**config.mk**
```make
export PLATFORM = sky130hd
export DESIGN_NAME = mlp_image_loader
export DESIGN_NICKNAME = d
export VERILOG_FILES = /design/src/rtl/mlp_pkg.sv /design/src/rtl/mlp_image_loader.sv
export SDC_FILE = /design/constraint.sdc
export NUM_CORES = 1
export LEC_CHECK = 0
export BUFFER_PORTS_ARGS = -buffer_cell sky130_fd_sc_hd__buf_2
export CORE_MARGIN = 2
export CORE_UTILIZATION = 40
export CTS_BUF_LIST = sky130_fd_sc_hd__clkbuf_8
export DETAILED_ROUTE_END_ITERATION = 12
export PLACE_DENSITY = 0.58
export SETUP_SLACK_MARGIN = 0.1
export SKIP_CTS_REPAIR_TIMING = 1
export SYNTH_ARGS = -nofsm -noshare
export SYNTH_HDL_FRONTEND = slang
export SYNTH_SLANG_ARGS = --single-unit
```
**constraint.sdc**
```tcl
create_clock -name CK -period 7 [get_ports CK]
set_input_delay 1.4 -clock CK [delete_from_list [all_inputs] [get_ports CK]]
set_output_delay 1.4 -clock CK [all_outputs]
set_load 0.005 [all_outputs]
```
**src/rtl/mlp_pkg.sv**
```systemverilog
// Shared constants and types for the MLP inference datapath: image loader, core
// and the result/display stage.
package mlp_pkg;

  localparam int unsigned NUM_PIX = 784;
  localparam int unsigned NUM_L1  = 16;
  localparam int unsigned NUM_OUT = 10;
  localparam int unsigned ADDR_W  = 10;

  typedef enum logic [1:0] {
    RECV,
    START,
    WAIT_DONE
  } loader_state_t;

endpackage

```
**src/rtl/mlp_image_loader.sv**
```systemverilog
// Streams one frame of pixels into the input-image RAM, kicks the MLP core and
// blocks the next frame until the core signals completion.
module mlp_image_loader #(
  parameter int unsigned NUM_PIX   = mlp_pkg::NUM_PIX,
  parameter int unsigned ADDR_W    = mlp_pkg::ADDR_W,
  parameter int unsigned PIX_SHIFT = 0
) (
  input  logic              CK,
  input  logic              RB,
  input  logic [7:0]        PIX_DATA_I,
  input  logic              PIX_SOF_I,
  input  logic              PIX_VALID_I,
  output logic              PIX_READY_O,
  output logic [ADDR_W-1:0] RAM_IF_WADDR_O,
  output logic [7:0]        RAM_IF_WDATA_O,
  output logic              RAM_IF_WE_O,
  output logic              EN_O,
  input  logic              DONE_I,
  output logic              BUSY_O,
  output logic              ERR_O,
  input  logic              CLR_ERR_I,
  output logic [7:0]        FRAME_CNT_O
);

  import mlp_pkg::*;

  localparam logic [ADDR_W-1:0] LastAddr = ADDR_W'(NUM_PIX - 1);

  loader_state_t     state_q;
  logic [ADDR_W-1:0] cnt_q;
  logic [ADDR_W-1:0] waddr_q, waddr_d;
  logic [7:0]        wdata_q, wdata_d;
  logic              we_q;
  logic              en_q;
  logic              busy_q;
  logic              err_q;
  logic [7:0]        fcnt_q;

  logic accept;
  logic store;
  logic err_set;

  // Ready also drops while reset is held so every output reads 0 during reset.
  assign PIX_READY_O = (state_q == RECV) && !RB;

  always_comb begin
    accept  = PIX_VALID_I && PIX_READY_O;
    store   = accept && (PIX_SOF_I || (cnt_q != '0));
    // Orphan byte at frame start, or SOF arriving mid-frame.
    err_set = accept && (PIX_SOF_I ? (cnt_q != '0) : (cnt_q == '0));
    waddr_d = PIX_SOF_I ? '0 : cnt_q;
    wdata_d = PIX_DATA_I >> PIX_SHIFT;
  end

  always_ff @(posedge CK or posedge RB) begin
    if (RB) begin
      state_q <= RECV;
      cnt_q   <= '0;
      waddr_q <= '0;
      wdata_q <= '0;
      we_q    <= 1'b0;
      en_q    <= 1'b0;
      busy_q  <= 1'b0;
      err_q   <= 1'b0;
      fcnt_q  <= '0;
    end else begin
      we_q <= 1'b0;
      en_q <= 1'b0;

      if (err_set) begin
        err_q <= 1'b1;
      end else if (CLR_ERR_I) begin
        err_q <= 1'b0;
      end

      case (state_q)
        RECV: begin
          if (store) begin
            we_q    <= 1'b1;
            waddr_q <= waddr_d;
            wdata_q <= wdata_d;
            if (waddr_d == LastAddr) begin
              cnt_q   <= '0;
              state_q <= START;
              en_q    <= 1'b1;
              busy_q  <= 1'b1;
              fcnt_q  <= fcnt_q + 8'd1;
            end else begin
              cnt_q <= waddr_d + 1'b1;
            end
          end
        end
        START: begin
          state_q <= WAIT_DONE;
        end
        WAIT_DONE: begin
          if (DONE_I) begin
            state_q <= RECV;
            busy_q  <= 1'b0;
          end
        end
        default: begin
          state_q <= RECV;
        end
      endcase
    end
  end

  assign RAM_IF_WADDR_O = waddr_q;
  assign RAM_IF_WDATA_O = wdata_q;
  assign RAM_IF_WE_O    = we_q;
  assign EN_O           = en_q;
  assign BUSY_O         = busy_q;
  assign ERR_O          = err_q;
  assign FRAME_CNT_O    = fcnt_q;

endmodule

```
==> key figures, run 1 <==
Run status
  – Status: finished clean

Critical path
  – CP Buf/Inv Count: 3
  – Critical Path Fanout Max: 35
  – Worst Path Class, Setup: in2reg
  – CP cell instances: buf_2 > clkinv_1 > ha_1 > or2_2 > inv_1 > o21ai_0 > a32o_1
  – Startpoint Class: primary input
  – Worst EP required: 7.19 ns
  – Worst path slowest cell: inv_1
  – Crit path max-delay family: buffers and inverters
  – Arrival time of the worst setup path: 3.92 ns
  – Max incr delay on CP: 0.64 ns
  – CP Capture Type: register

Placement
  – Post-DP HPWL: 2.78 mm
  – Post-DP Area: 2210 um^2
  – GP Congestion: 0.840
  – Placed insts: 304
  – IO buf count: 44

Yosys
  – Share of the synthesized area in the top cell type: 0.538
  – Ys Warns: 0
  – Asr flop ratio synth: 1.00
  – Seq/Total Area, Yosys: 0.538
  – Mapped Area: 1950 um^2
  – Top cells by area, synth: dfrtp_1 (54%), nand2_1 (11%), nand3_1 (2.8%)
  – Gate Count Post-Synth: 203
  – Post-synth EDFFs: 0
  – Cell variety after synth: 38
  – Syn nets: 220
  – Top FF cell, synth: dfrtp_1
  – Yosys top cell by area: dfrtp_1
  – Yosys reg bits: 42
  – Mean Syn Cell Area: 9.63 um^2

Global routing
  – Initial antenna violation count: 0
  – GRT Total Usage: 0.159
  – Grt ovf: 0
  – Largest net degree at the start of global routing: 43
  – First-pass GRT wire length: 6.66 mm
  – Vias in the first global route: 1363

Finish
  – Design area: 2360 um^2
  – Finished Layout Cells: 312
  – Layout cells sized above 1: 0.245
  – N_diodes: 0
  – Fin nets: 261
  – Util after Layout: 0.499
  – P&R area growth vs syn: 20.6%

Detailed routing
  – Total Routed Length: 4.00 mm
  – DR top layer: met4
  – WL met2: 1.83 mm
  – Via count: 1567
  – Post-DRT Antenna Nets: 0
  – Met1 Routed Length: 1.92 mm
  – Initial DRT Pass Iterations: 4
  – Routed WL per cell: 12.8 um
  – # DRC: 0
  – Initial DRC count: 101
  – Vias per cell: 5.02
  – WL met3: 211 um

Floorplanning
  – Core Area: 4720 um^2
  – Rows: 25
  – Ports: 45
  – Die ar.: 5460 um^2
  – Die span in x: 73.9 um
  – Starting Density: 0.414
  – Die height: 73.9 um

Power
  – Sw Share: 0.239
  – Static leakage: 1.20 nW
  – Peak VDD IR: 0.0872 mV
  – Net Switching: 0.000141 W
  – Clk pwr share: 0.397
  – Cell-internal power: 0.000448 W
  – Cell Pwr Density: 250 nW/um^2
  – Comb pwr share: 0.119
  – Sequential group share of total power: 0.484

Clock tree
  – CTS H-tree depth: 2
  – Num CTS Buffers: 5
  – Clock Latency Late Sink: 0.29 ns
  – CTS max path bufs: 2
  – Clk slew on worst S/H paths: 0.08 ns
  – Root buf cell: clkbuf_8
  – Clock sink count: 42
  – CTS tree: yes

Timing
  – Max-slew violation count: 0
  – Slew at the pin closest to its max-slew limit: 0.870 ns
  – Hold Fails Final Rpt: 0
  – RSZ-0062 raised after global routing: no
  – Final worst path period share: 0.533
  – Final setup vio count: 0
  – Final setup TNS: 0 ns
  – Peak Freq: 0.268 GHz
  – Final Skew: 0.00806 ns
  – Post-route minimum period: 3.73 ns
  – Max_slew headroom: 0.415

Flow run
  – Max-cap violation count: 0

Hold path
  – Hold Crit Class: reg2reg
synth_stat cells (3+ instances only):
master    count
nand3_1      11
nor4_1        4
nand2_1      57
dfrtp_1      42
xor2_1        3
xnor2_1       4
clkbuf_1      8
nor3_1        5
or4_1         3
o31ai_1       6
inv_1         6
nor2b_1       3
ha_1          3
nor2_1        4
mux2i_1       3
nand2b_1      3
o21ai_0      11
layout by cell type, fill, tap and decap left out:
cell / instances
xnor2_1: 4
mux2i_1: 3
buf_2: 44
or4b_4: 1
nand4_1: 2
clkinv_1: 1
nor2_1: 4
ha_1: 3
clkbuf_8: 6
nor2b_1: 3
o21ai_0: 11
nand4b_1: 2
or2_1: 1
a21oi_1: 2
or4_4: 1
nand3_1: 11
dfrtp_1: 42
inv_1: 6
and2_1: 1
a21o_1: 1
bufinv_16: 2
nor4_1: 4
or2_2: 1
nand2b_1: 3
or4bb_1: 1
or4_1: 3
nor4_2: 1
nor4_4: 1
and3_1: 1
a22oi_1: 2
nor3_1: 5
buf_4: 1
mux2_2: 2
nand2_1: 57
a32o_1: 1
o31ai_1: 6
xor2_1: 3
o22ai_1: 1
a31oi_1: 1
state kept, by name, indices dropped and copies added (netlist names):
signal	count
RAM_IF_WE_O	1
RAM_IF_WDATA_O	8
RAM_IF_WADDR_O	10
BUSY_O	1
FRAME_CNT_O	8
EN_O	1
state_q	2
ERR_O	1
cnt_q	10
power by group through the flow:
stage / clock network (W) / logic (W) / registers [W]
floorplan: 0 / 0.0000461 / 0.000284
CTS: 0.000239 / 0.0000720 / 0.000284
finish: 0.000234 / 0.0000701 / 0.000285
detailed placement: 0 / 0.0000718 / 0.000289
global route: 0.000248 / 0.0000819 / 0.000289
global placement: 0 / 0.0000707 / 0.000290
stage by stage:
stage               setup slack [ns]  total power [W]  hold slack, ns
finish                          3.27         0.000588           0.464
global route                    3.05         0.000619           0.480
CTS                             3.26         0.000596           0.468
detailed placement              2.96         0.000361           0.453
global placement                3.04         0.000360           0.451
floorplan                       3.13         0.000330           0.463
final timing paths:
path | depth (start not counted) | start | slack, ns | end
setup / recovery | 7 | PIX_SOF_I | 3.27 | cnt_q[4]
hold / removal | 1 | FRAME_CNT_O[7] | 0.46 | FRAME_CNT_O[7]
setup reg to reg | 7 | cnt_q[7] | 3.79 | cnt_q[3]
hold reg to reg | 1 | FRAME_CNT_O[7] | 0.46 | FRAME_CNT_O[7]
max in group asynchronous | 3 | RB | 5.39 | cnt_q[0]
min in group asynchronous | 3 | RB | 1.25 | FRAME_CNT_O[4]
cells by family after synthesis:
| kind of cell | after synthesis | share of synthesized area |
|---|---|---|
| simple gates | 103 | 0.266 |
| flops | 42 | 0.538 |
| compound gates | 25 | 0.0794 |
| buf+inv | 18 | 0.0397 |
| xor+xnor | 7 | 0.0314 |
| mux | 5 | 0.0269 |
| fa+ha+maj | 3 | 0.0192 |
per-layer routing:
layer  track usage  up-vias
met2         0.243       46
li1              -      779
met5             0        -
met3        0.0425        6
met4        0.0424        0
met1         0.224      736
final cells by class:
cell class	instances	area (um^2)
clock buffer	6	82.6
clock inverter	2	60.1
fill	476	2370
inverter	7	26.3
multi-input combinational	143	826
sequential	42	1050
tap	67	83.8
timing repair buffer	45	228
Power figures use the tool's default switching activity.
==> inputs of run 2 (changes only) <==
- ABC_AREA: default -> 1
- PLACE_DENSITY: 0.58 -> 0.6
- clock period: 7 -> 3.3 ns (I/O delays scaled with it)
==> key figures, run 2 <==
Run status
  – Status: finished clean

Global routing
  – First-pass GRT wire length: 8.16 mm (+22%)
  – Grt peak-use layer: met2
  – Largest net degree at the start of global routing: 43 (unchanged)
  – GRT met3 Usage: 0.0344 (-0.00816)
  – GR Layer Usage met2: 0.269 (+0.0260)
  – GRT Total Usage: 0.175 (+0.0158)
  – Grt ovf: 0 (unchanged)
  – Vias in the first global route: 1679 (+23%)
  – Met1 usage: 0.247 (+0.0233)
  – Initial antenna violation count: 0 (unchanged)

Finish
  – Fin nets: 312 (+20%)
  – Finished Layout Cells: 366 (+17%)
  – Most frequent cells in the layout: nand2_1 (84), buf_2 (44), dfrtp_1 (42)
  – P&R area growth vs syn: 17.4%
  – Layout cells sized above 1: 0.236 (-0.00841)
  – Most common cell after layout, fill and taps aside: nand2_1
  – N_diodes: 0 (unchanged)

Clock tree
  – Clock sink count: 42 (unchanged)
  – Num CTS Buffers: 5 (unchanged)
  – CTS max path bufs: 2 (unchanged)
  – CTS H-tree depth: 2 (unchanged)
  – Root buf cell: clkbuf_8
  – CTS tree: yes
  – Clock Latency Late Sink: 0.29 ns (about the same)
  – Clk slew on worst S/H paths: 0.08 ns (about the same)

Yosys
  – Yosys top cell by area: dfrtp_1
  – Seq/Total Area, Yosys: 0.500 (-0.0381)
  – Post-synth EDFFs: 0 (unchanged)
  – Most frequent cell after synthesis: nand2_1
  – Share of the synthesized area in the top cell type: 0.500 (-0.0381)
  – Cell variety after synth: 29 (-24%)
  – Post-synth top cells: nand2_1 (84), dfrtp_1 (42), inv_1 (23), o21ai_0 (18), nor2_1 (15)
  – Mapped Area: 2100 um^2 (+7.6%)
  – Syn nets: 267 (+21%)
  – Gate Count Post-Synth: 250 (+23%)
  – Yosys reg bits: 42 (unchanged)
  – Top cells by area, synth: dfrtp_1 (50%), nand2_1 (15%), o21ai_0 (4.3%)
  – Ys Warns: 0 (unchanged)
  – Mean Syn Cell Area: 8.41 um^2 (-13%)
  – Asr flop ratio synth: 1.00 (unchanged)
  – Top FF cell, synth: dfrtp_1

Critical path
  – Arrival time of the worst setup path: 2.24 ns (-1.68 ns)
  – Critical Path Fanout Max: 30 (-14%)
  – Worst Path Class, Setup: reg2reg
  – Startpoint Class: register
  – Reg2Reg Setup Slack: 1.22 ns (-2.57 ns)
  – CP Capture Type: register
  – R2R depth: 9 (+2)
  – Worst reg2reg startpoint: cnt_q[3]
  – R2r endpoint: cnt_q[1]
  – Worst EP required: 3.47 ns (-3.72 ns)

Detailed routing
  – Initial DRC count: 83 (-18%)
  – Initial DRT Pass Iterations: 4 (unchanged)
  – Total Routed Length: 4.55 mm (+14%)
  – Vias per cell: 4.81 (-4.3%)
  – Via count: 1759 (+12%)
  – Post-DRT Antenna Nets: 0 (unchanged)
  – # DRC: 0 (unchanged)
  – Routed WL per cell: 12.4 um (-3.1%)

Placement
  – Placed insts: 358 (+18%)
  – IO buf count: 44 (unchanged)
  – Post-DP HPWL: 3.31 mm (+19%)
  – GP Congestion: 0.914 (+8.8%)

Floorplanning
  – Core Area: 5070 um^2 (+7.4%)
  – Ports: 45 (unchanged)
  – Rows: 26 (+4.0%)
  – Die ar.: 5850 um^2 (+7.2%)
  – Die span in x: 76.5 um (+3.5%)
  – Die height: 76.5 um (+3.5%)
  – Starting Density: 0.414 (+0.000673)

Hold path
  – WHS Endpoint: RAM_IF_WDATA_O[6]
  – Hold Path Origin: RAM_IF_WDATA_O[6]
  – Hold path depth: 2 (+1)
  – Hold Crit Class: reg2reg

Timing
  – Final Skew: 0.00418 ns (-0.00388 ns)
  – Max-slew violation count: 0 (unchanged)
  – RSZ-0062 raised after global routing: no
  – Final worst path period share: 0.629
  – Peak Freq: 0.482 GHz
  – Max_slew headroom: 0.649 (+0.234)
  – Hold Fails Final Rpt: 0 (unchanged)
  – Slew at the pin closest to its max-slew limit: 0.527 ns (-0.343 ns)
  – Final setup TNS: 0 ns (unchanged)
  – Post-route minimum period: 2.08 ns
  – Final setup vio count: 0 (unchanged)

Power
  – Static leakage: 1.30 nW (+7.9%)
  – Cell Pwr Density: 494 nW/um^2 (+98%)
  – Peak VDD IR: 0.252 mV (+190%)

Flow run
  – Max-cap violation count: 0 (unchanged)
run 2: cell count changes after synthesis, sizes merged, moves of 7 or more:
cell	change
inv	+19
nor2	+17
nand2	+30
o21ai	+9
nand4	+7
run 2: report_power, final:
group | switching [W] | internal [W]
sequential | 0.0000409 | 0.000585
clock | 0.000177 | 0.000168
combinational | 0.000150 | 0.0000976
run 2: cell families (layout without fill, tap and decap cells):
kind of cell,after synthesis,in the layout,share of synthesized area
and+or+nand+nor,139,139,0.314
DFF,42,42,0.500
buffers and inverters,34,80,0.0720
AOI/OAI and AO/OA,25,25,0.0672
xor gates and xnor gates,7,7,0.0291
adders and majority gates,3,3,0.0178
run 2: metrics by stage:
stage	worst slack [ns]	hold WS, ns	power (W)	utilization	instance area (um^2)
floorplan	0.719	0.464	0.000788	-	2100
global placement	0.991	0.455	0.000888	0.468	2370
global route	1.04	0.498	0.00131	0.486	2470
detailed placement	0.997	0.454	0.000888	0.468	2370
CTS	1.21	0.473	0.00124	0.486	2470
finish	1.22	0.470	0.00122	0.486	2470
run 2: critical path: stages (launching register included):
cell and delay, ns:
dfrtp_1 0.42, inv_1 0.16, nand4_1 0.13, nor4_1 0.23
ha_1 0.31, nor2_8 0.12, inv_2 0.37, a21oi_4 0.05
nand2_1 0.07, o21ai_1 0.06
run 2: worst max path at each step:
stage / startpoint / end / cells past startpoint
after global placement: PIX_SOF_I / BUSY_O / 12
after floorplan: RB / cnt_q[8] / 8
after detailed placement: PIX_SOF_I / cnt_q[1] / 8
after global routing: cnt_q[4] / cnt_q[1] / 9
after CTS: cnt_q[3] / cnt_q[1] / 9
final: cnt_q[3] / cnt_q[1] / 9
run 2: metal layers:
layer / part of all wire / up-vias
met5: 0 / -
met4: 0.012 / 0
met3: 0.047 / 4
met2: 0.45 / 44
met1: 0.49 / 817
li1: - / 894
run 2: cell type report:
type                            instances  area (um^2)
Multi-Input combinational cell        174          901
Sequential cell                        42         1050
Tap cell                               70         87.6
Clock inverter                          2         12.5
Fill cell                             527         2610
Inverter                               27          106
Timing Repair Buffer                   45          228
Clock buffer                            6         82.6
